==> config.mk <==
export PLATFORM = sky130hd
export DESIGN_NAME = quadrature_encoder_gen_flat
export DESIGN_NICKNAME = d
export VERILOG_FILES = /design/src/rtl/quadrature_encoder_gen_if.sv /design/src/rtl/quadrature_encoder_gen.sv /design/src/flat_wrapper.sv
export SDC_FILE = /design/constraint.sdc
export NUM_CORES = 1
export LEC_CHECK = 0
export ABC_CLOCK_PERIOD_IN_PS = 6600
export CORE_UTILIZATION = 50
export CTS_CLUSTER_SIZE = 25
export DETAILED_ROUTE_END_ITERATION = 8
export PLACE_DENSITY = 0.73
export SLEW_MARGIN = 20
export SYNTH_ARGS = -nofsm -noshare
export SYNTH_HDL_FRONTEND = slang
export SYNTH_SLANG_ARGS = --single-unit
==> constraint.sdc <==
create_clock -name clk16MHz -period 6.6 [get_ports clk16MHz]
set_input_delay 1.32 -clock clk16MHz [delete_from_list [all_inputs] [get_ports clk16MHz]]
set_output_delay 1.32 -clock clk16MHz [all_outputs]
set_load 0.05 [all_outputs]
==> src/rtl/quadrature_encoder_gen_if.sv <==
// Step-command channel for quadrature_encoder_gen: signed edge count, edge period,
// valid/ready handshake and the abort strobe.
interface quadrature_encoder_gen_if;
  logic               cmd_valid;
  logic               cmd_ready;
  logic signed [23:0] cmd_steps;
  logic        [15:0] cmd_period;
  logic               abort;

  modport master (output cmd_valid, cmd_steps, cmd_period, abort, input  cmd_ready);
  modport slave  (input  cmd_valid, cmd_steps, cmd_period, abort, output cmd_ready);
endinterface

==> src/rtl/quadrature_encoder_gen.sv <==
// Quadrature A/B(/Z) generator driven by signed step commands; inverse of quadrature_decoder.
// Optional index output enabled with `define QUAD_INDEX_EN.
module quadrature_encoder_gen #(
  parameter int MIN_PERIOD     = 2,
  parameter int POS_WIDTH      = 32,
  parameter int COUNTS_PER_REV = 2048
) (
  input  logic                        clk16MHz,
  input  logic                        reset,
  quadrature_encoder_gen_if.slave     cmd,
  output logic                        a,
  output logic                        b,
  output logic                        z,
  output logic                        busy,
  output logic                        done,
  output logic signed [POS_WIDTH-1:0] position
);
  typedef enum logic [1:0] {IDLE = 2'd0, RUN = 2'd1, DONE = 2'd2} state_t;

  state_t                      state_q, state_d;
  logic [23:0]                 remaining_q;
  logic [15:0]                 period_q, timer_q;
  logic                        dir_q;
  logic [23:0]                 steps_raw, steps_mag;
  logic [15:0]                 period_eff;
  logic                        accept, edge_due, last_edge;
  logic signed [POS_WIDTH-1:0] pos_next;
  logic [1:0]                  ab_next;

  // Magnitude in unsigned 24 bits so -2^23 maps cleanly to 2^23.
  assign steps_raw  = cmd.cmd_steps;
  assign steps_mag  = steps_raw[23] ? (~steps_raw + 24'd1) : steps_raw;
  assign period_eff = (cmd.cmd_period < 16'(MIN_PERIOD)) ? 16'(MIN_PERIOD) : cmd.cmd_period;

  assign accept    = (state_q == IDLE) && cmd.cmd_valid && !reset;
  assign edge_due  = (state_q == RUN) && (timer_q == 16'd1) && !cmd.abort;
  assign last_edge = edge_due && (remaining_q == 24'd1);
  assign pos_next  = dir_q ? position - POS_WIDTH'(1) : position + POS_WIDTH'(1);

  assign cmd.cmd_ready = (state_q == IDLE) && !reset;
  assign busy          = (state_q == RUN);
  assign done          = (state_q == DONE);

  // Gray sequence 00,10,11,01 so exactly one output toggles per edge.
  always_comb begin
    ab_next = 2'b00;
    case (pos_next[1:0])
      2'd0:    ab_next = 2'b00;
      2'd1:    ab_next = 2'b10;
      2'd2:    ab_next = 2'b11;
      default: ab_next = 2'b01;
    endcase
  end

  always_comb begin
    state_d = state_q;
    case (state_q)
      IDLE:    if (accept) state_d = (steps_mag == 24'd0) ? DONE : RUN;
      RUN: begin
        if (cmd.abort)      state_d = IDLE;
        else if (last_edge) state_d = DONE;
      end
      DONE:    state_d = IDLE;
      default: state_d = IDLE;
    endcase
  end

  always_ff @(posedge clk16MHz) begin
    if (reset) begin
      state_q     <= IDLE;
      remaining_q <= '0;
      period_q    <= '0;
      timer_q     <= '0;
      dir_q       <= 1'b0;
      position    <= '0;
      a           <= 1'b0;
      b           <= 1'b0;
    end else begin
      state_q <= state_d;
      if (accept) begin
        remaining_q <= steps_mag;
        dir_q       <= steps_raw[23];
        period_q    <= period_eff;
        timer_q     <= period_eff;
      end else if (state_q == RUN) begin
        timer_q <= (timer_q == 16'd1) ? period_q : timer_q - 16'd1;
        if (edge_due) begin
          remaining_q <= remaining_q - 24'd1;
          position    <= pos_next;
          {a, b}      <= ab_next;
        end
      end
    end
  end

`ifdef QUAD_INDEX_EN
  localparam int RW = (COUNTS_PER_REV > 1) ? $clog2(COUNTS_PER_REV) : 1;

  logic [RW-1:0] rev_cnt, rev_next;

  always_comb begin
    rev_next = rev_cnt;
    if (dir_q) rev_next = (rev_cnt == '0) ? RW'(COUNTS_PER_REV - 1) : rev_cnt - RW'(1);
    else       rev_next = (rev_cnt == RW'(COUNTS_PER_REV - 1)) ? '0 : rev_cnt + RW'(1);
  end

  // z is registered alongside a/b so it spans exactly the rev_cnt==0 edge period.
  always_ff @(posedge clk16MHz) begin
    if (reset) begin
      rev_cnt <= '0;
      z       <= 1'b1;
    end else if (edge_due) begin
      rev_cnt <= rev_next;
      z       <= (rev_next == '0);
    end
  end
`else
  assign z = 1'b0;
`endif
endmodule
==> src/flat_wrapper.sv <==
// flat-port wrapper written by rule: the top's interface ports become plain ports
module quadrature_encoder_gen_flat 
#(
  parameter int MIN_PERIOD     = 2,
  parameter int POS_WIDTH      = 32,
  parameter int COUNTS_PER_REV = 2048
)
  (clk16MHz, reset, a, b, z, busy, done, position, cmd_cmd_valid, cmd_cmd_steps, cmd_cmd_period, cmd_abort, cmd_cmd_ready);
  quadrature_encoder_gen_if cmd_i ();
  input  logic clk16MHz;
  input  logic reset;
  output logic a;
  output logic b;
  output logic z;
  output logic busy;
  output logic done;
  output logic signed [POS_WIDTH-1:0] position;
  input wire logic [$bits(cmd_i.cmd_valid)-1:0] cmd_cmd_valid;
  input wire logic [$bits(cmd_i.cmd_steps)-1:0] cmd_cmd_steps;
  input wire logic [$bits(cmd_i.cmd_period)-1:0] cmd_cmd_period;
  input wire logic [$bits(cmd_i.abort)-1:0] cmd_abort;
  output wire logic [$bits(cmd_i.cmd_ready)-1:0] cmd_cmd_ready;
  assign cmd_i.cmd_valid = cmd_cmd_valid;
  assign cmd_i.cmd_steps = cmd_cmd_steps;
  assign cmd_i.cmd_period = cmd_cmd_period;
  assign cmd_i.abort = cmd_abort;
  assign cmd_cmd_ready = cmd_i.cmd_ready;
  quadrature_encoder_gen #(.MIN_PERIOD(MIN_PERIOD), .POS_WIDTH(POS_WIDTH), .COUNTS_PER_REV(COUNTS_PER_REV)) u_core (.clk16MHz(clk16MHz), .reset(reset), .cmd(cmd_i), .a(a), .b(b), .z(z), .busy(busy), .done(done), .position(position));
endmodule
# After elaboration in Yosys (flattened, before gate mapping)
# Index checks and enable logic that the tools add are counted.
[word_totals]
regBits = 93
latch_bits = 0
ramBits = 0
rom_bits = 0
inputBits = 44
out_inout_bits = 38
wordCells = 55
n_memories = 0
[op_classes]
add_sub_neg = 5
multipliers = 0
div_mod_pow = 0
n_lt_le_gt_ge = 1
n_eq_ne = 8
shifts = 0
mux = 15
bitwise_logic = 2
n_reduce_logical = 16
[op_table]
columns = ["cell", "count"]
rows = [
  ["two-way mux 24 bit", 4],
  ["two-way mux 16 bit", 4],
  ["adder 32 x 2 -> 32 bit (second input constant)", 1],
  ["two-way mux 32 bit", 1],
  ["subtractor 32 x 2 -> 32 bit (second input constant)", 1],
  ["adder 24 x 1 -> 24 bit (second input constant)", 1],
  ["equality test 24 x 1 -> 1 bit (second input constant)", 1],
  ["logical NOT 24 bit", 1],
  ["NOT 24 bit", 1],
  ["subtractor 24 x 1 -> 24 bit (second input constant)", 1],
  ["equality test 16 x 1 -> 1 bit (second input constant)", 1],
  ["less-than comparator 16 x 2 -> 1 bit (second input constant)", 1],
  ["subtractor 16 x 1 -> 16 bit (second input constant)", 1],
  ["two-way mux 2 bit", 4],
  ["logical AND 1 bit", 6],
  ["one-hot mux 2 bit (3 select lines)", 1],
  ["equality test 2 x 1 -> 1 bit (second input constant)", 2],
  ["equality test 2 bit (second input constant)", 2],
  ["logical NOT 2 bit", 2],
  ["one-hot mux 2 bit (2 select lines)", 1],
  ["AND reduction 2 bit", 2],
  ["nonzero test 2 bit", 2],
  ["inequality test 3 x 1 -> 1 bit (second input constant)", 1],
  ["AND reduction 3 bit", 1],
  ["other kinds (3)", 4],
]

# Logic depth before layout (Yosys ltp)
[logic_depth]
ltp_word = 7
mapped_depth = 12
ltp_nobuf = 11

# Worst setup path after synthesis
# Ideal clock, no wire load.
[synth_timing]
path_type = "input-to-reg"
startpoint = "in cmd_cmd_steps[3]"
endpoint = "reg u_core.state_q[1]"
setup_ns = 0.079
arrival_time_ns = 4.442
required_ns = 6.521
setup_slack_ns = 2.079
path_stages = 11
n_path_buf = 2
path_cell_list = "buf_6 -> or4_4 -> or4_4 -> buf_6 -> or4_4 -> o31a_1 -> xor2_1 -> nor4_2 -> nand4_1 -> or3b_1 -> a211oi_2"
[synth_via]
elab_chain_len = 7
[synth_lines]
columns = ["element", "line", "text"]
rows = [
  ["start, declared", "flat_wrapper.sv:19", "input wire logic [$bits(cmd_i.cmd_steps)-1:0] cmd_cmd_steps;"],
  ["NOT 24 bit", "quadrature_encoder_gen.sv:32", "assign steps_mag = steps_raw[23] ? (~steps_raw + 24'd1) : steps_raw;"],
  ["adder 24 x 1 -> 24 bit", "quadrature_encoder_gen.sv:32", ""],
  ["two-way mux 24 bit *", "quadrature_encoder_gen.sv:32", ""],
  ["logical NOT 24 bit *", "quadrature_encoder_gen.sv:58", "IDLE: if (accept) state_d = (steps_mag == 24'd0) ? DONE : RUN;"],
  ["two-way mux 2 bit * (2 in series)", "quadrature_encoder_gen.sv:58", ""],
  ["one-hot mux 2 bit (2 select lines) *", "quadrature_encoder_gen.sv:57", "case (state_q)"],
  ["end signal, assigned", "quadrature_encoder_gen.sv:79", "state_q <= state_d;"],
  ["end, declared", "quadrature_encoder_gen.sv:20", "state_t state_q, state_d;"],
]
# Mark *: on every way between the ends. The rest lies on a longest branch, timed or not. The select of a mux whose other input is x is not followed.
# A chain may end at the register's enable or synchronous reset.

# Final worst setup path
# Same ends and word-level chain as after synthesis.

==> impl_metrics.env <==
export IMPL_cts_sinks=92
export IMPL_io_buffers=80
export IMPL_synth_top_cell_by_area="dfxtp_1"
export IMPL_synth_cell_types=64
export IMPL_rsz0062_at_grt="false"
export IMPL_rrSetupSlack_ns=3.22
export IMPL_slew_headroom=0.523
export IMPL_synthArstFlopShare=0
export IMPL_synth_seq_area_share=0.283
export IMPL_synthToLayoutAreaGrowth_pct=17.9
export IMPL_hpwlAfterDp_mm=11.1
export IMPL_setup_violations=0
export IMPL_place_congestion=0.860
export IMPL_worstHoldEndpoint="u_core.period_q[3]"
export IMPL_die_y_um=116
export IMPL_cp_cell_sequence="clkdlybuf4s50_1 > or4_4 > or4_4 > or4_4 > o31a_1 > xor2_1 > nor4_2 > nand4_1 > or3b_1 > a211oi_2"
export IMPL_synth_top_flop_cell="dfxtp_1"
export IMPL_fp_dieArea_mm2=0.0135
export IMPL_cts_hold_buffers=0
export IMPL_required_ns=6.87
export IMPL_worstReg2RegEnd="u_core.position[30]"
export IMPL_synthCells=875
export IMPL_globalRouteMet2Util=0.388
export IMPL_numCtsBuffers=9
export IMPL_ir_worst_vdd_v=0.000140
export IMPL_grt_pass1_vias=5484
export IMPL_power_mw=1.44
export IMPL_synth_area_mm2=0.00652
export IMPL_hp_class="flip-flop to flip-flop"
export IMPL_skew_ns=0.00701
export IMPL_track_usage=0.244
export IMPL_drtIter0Drc=387
export IMPL_start_kind="input pin"
export IMPL_routed_wl_mm=15.9
export IMPL_antenna_cells=0
export IMPL_fin_tns_setup_ns=0
export IMPL_yosysTopAreaCellShare=0.283
export IMPL_cts_buffer_depth=2
export IMPL_p_leak_nw=2.86
export IMPL_slowest_stage="or4_4"
export IMPL_cp_arrival_ns=5.06
export IMPL_grt_overflow=0
export IMPL_min_path_cells=2
export IMPL_slew_viol_final=0
export IMPL_powerDensity_mw_per_mm2=188
export IMPL_fp_dieW_um=116
export IMPL_synth_area_leaders="dfxtp_1, a21oi_1, nand2_1"
export IMPL_cts_resized_gates=0
export IMPL_io_pin_count=82
export IMPL_post_route_min_period_ns=4.78
export IMPL_reg2reg_from="u_core.dir_q"
export IMPL_syn_nets=955
export IMPL_seqCellArea_mm2=0.00184
export IMPL_path_class="input pin to flip-flop"
export IMPL_final_fill_count=1214
export IMPL_postSynthAreaPerCell_um2=7.45
export IMPL_cts_tree="done"
export IMPL_insertion_delay_ns=0.35
export IMPL_multi_input_area_mm2=0.00440
export IMPL_cpMostUsedCell="or4_4"
export IMPL_post_cts_setup_buffers=0
export IMPL_antenna_left=0
export IMPL_synth_edf_count=0
export IMPL_grt_util_met3=0.0446
export IMPL_htreeDepth=3
export IMPL_rr_worst_depth=11
export IMPL_period_share=0.725
export IMPL_core_area_mm2=0.0127
export IMPL_max_cap_viol_count=0
export IMPL_cp_end_kind="flip-flop"
export IMPL_drtPass1Iterations=5
export IMPL_top_usage_layer="met2"
export IMPL_yosysMostFrequentCell="nand2_1"
export IMPL_min_from="u_core.period_q[3]"
export IMPL_rows=41
export IMPL_via_count=6310
export IMPL_clk_pin_slew_ns=0.06
export IMPL_ys_warn_count=0
export IMPL_hold_viol=0
export IMPL_synth_common_cells="nand2_1, a21oi_1, dfxtp_1, nor2_1, o21ai_0"
export IMPL_ys_ff_latch=92
export IMPL_worst_slew_pin_slew_ns=0.716
export IMPL_drc=0
export IMPL_initial_core_util=0.514
export IMPL_route_detailed_wl_per_inst_um=14.4
export IMPL_crit_fanout=8
export IMPL_max_stage_delay_ns=0.59
export IMPL_fmax_ghz=0.209
export IMPL_antenna_found_initial=0
export IMPL_status="finished clean"
export IMPL_grt_first_pass_wirelength_mm=26.5
export IMPL_vias_per_cell=5.73
export IMPL_met1_usage=0.344
export IMPL_drive_gt1_frac=0.0430
export IMPL_cts_root_buf="clkbuf_16"
export IMPL_grt_max_degree=72
export IMPL_nNetsFinal=1005
==> power by group <==
part	switching [mW]	total, mW	leakage, nW	internal [mW]
combinational	0.186	0.320	1.97	0.134
clock	0.225	0.513	0.141	0.288
sequential	0.0268	0.611	0.749	0.584
==> layout by cell type (no fill, tap or decap), types with 5 or more instances in the layout <==
cell	instances
a211oi_1	21
a21o_1	13
a21oi_1	104
a31oi_1	6
and3_1	7
buf_4	8
clkbuf_16	9
clkdlybuf4s50_1	78
dfxtp_1	92
ha_1	35
inv_1	22
mux2i_1	5
nand2_1	117
nand2b_1	8
nand3_1	19
nand3b_1	9
nand4_1	5
nor2_1	72
nor2b_1	12
nor3_1	26
nor4_1	15
o211ai_1	9
o21a_1	7
o21ai_0	57
o31ai_1	13
or2_2	6
or3_1	9
or4_1	9
xnor2_1	40
xor2_1	17
==> critical path, delay by kind of cell <==
family	cells	cell delay, ns
xor gates and xnor gates	1	0.16
buffers and inverters	1	0.53
AOI/OAI and AO/OA	2	0.47
and+or+nand+nor	6	2.57
==> state kept, by name, summed over array words and instances (netlist names) <==
name and flops:
u_core.position 31, u_core.remaining_q 24, u_core.period_q 16, u_core.timer_q 16, u_core.state_q 2, u_core.a 1, u_core.b 1, u_core.dir_q 1
==> stage by stage <==
step                      hold WS [ns]  cell area (um^2)  utilization  worst slack (ns)  instances
after floorplan                  0.433              6520            -              2.08        875
after global placement           0.440              7390        0.583              1.53       1086
after detailed placement         0.448              7390        0.583              1.45       1086
after CTS                        0.459              7690        0.607              1.82       1102
after global routing             0.468              7680        0.606              1.65       1102
final                            0.456              7680        0.606              1.82       1102
==> how the worst max path moves through the flow <==
stage / start / endpoint / slack, ns
after global routing: cmd_cmd_steps[3] / u_core.state_q[1] / 1.65
after floorplan: cmd_cmd_steps[3] / u_core.state_q[1] / 2.08
after global placement: cmd_cmd_steps[3] / u_core.state_q[1] / 1.53
final: cmd_cmd_steps[3] / u_core.state_q[1] / 1.82
after detailed placement: cmd_cmd_steps[3] / u_core.state_q[1] / 1.45
after CTS: cmd_cmd_steps[3] / u_core.state_q[1] / 1.82
==> routing by layer <==
metal / wire length [um] / vias to the layer above
li1: - / 3293
met1: 7980 / 2873
met2: 7140 / 135
met3: 617 / 9
met4: 129 / 0
met5: 0 / -
==> cell type report <==
class                           count  share of cell area
Multi-Input combinational cell    713               0.572
Inverter                           22              0.0108
Clock buffer                       12              0.0347
Clock inverter                      4             0.00424
Sequential cell                    92               0.240
Timing Repair Buffer               87               0.110
Tap cell                          172              0.0280
==> cells by family after synthesis <==
| group | after synthesis | synth area share |
|---|---|---|
| AND/OR/NAND/NOR | 339 | 0.256 |
| AO/OA/AOI/OAI | 274 | 0.261 |
| flip-flops | 92 | 0.283 |
| buffers and inverters | 70 | 0.0438 |
| XOR/XNOR | 57 | 0.0766 |
| adder cells (fa/ha/maj) | 36 | 0.0703 |
| multiplexers | 6 | 0.00941 |
| other | 1 | 0.000575 |
Power figures use the tool's default switching activity.
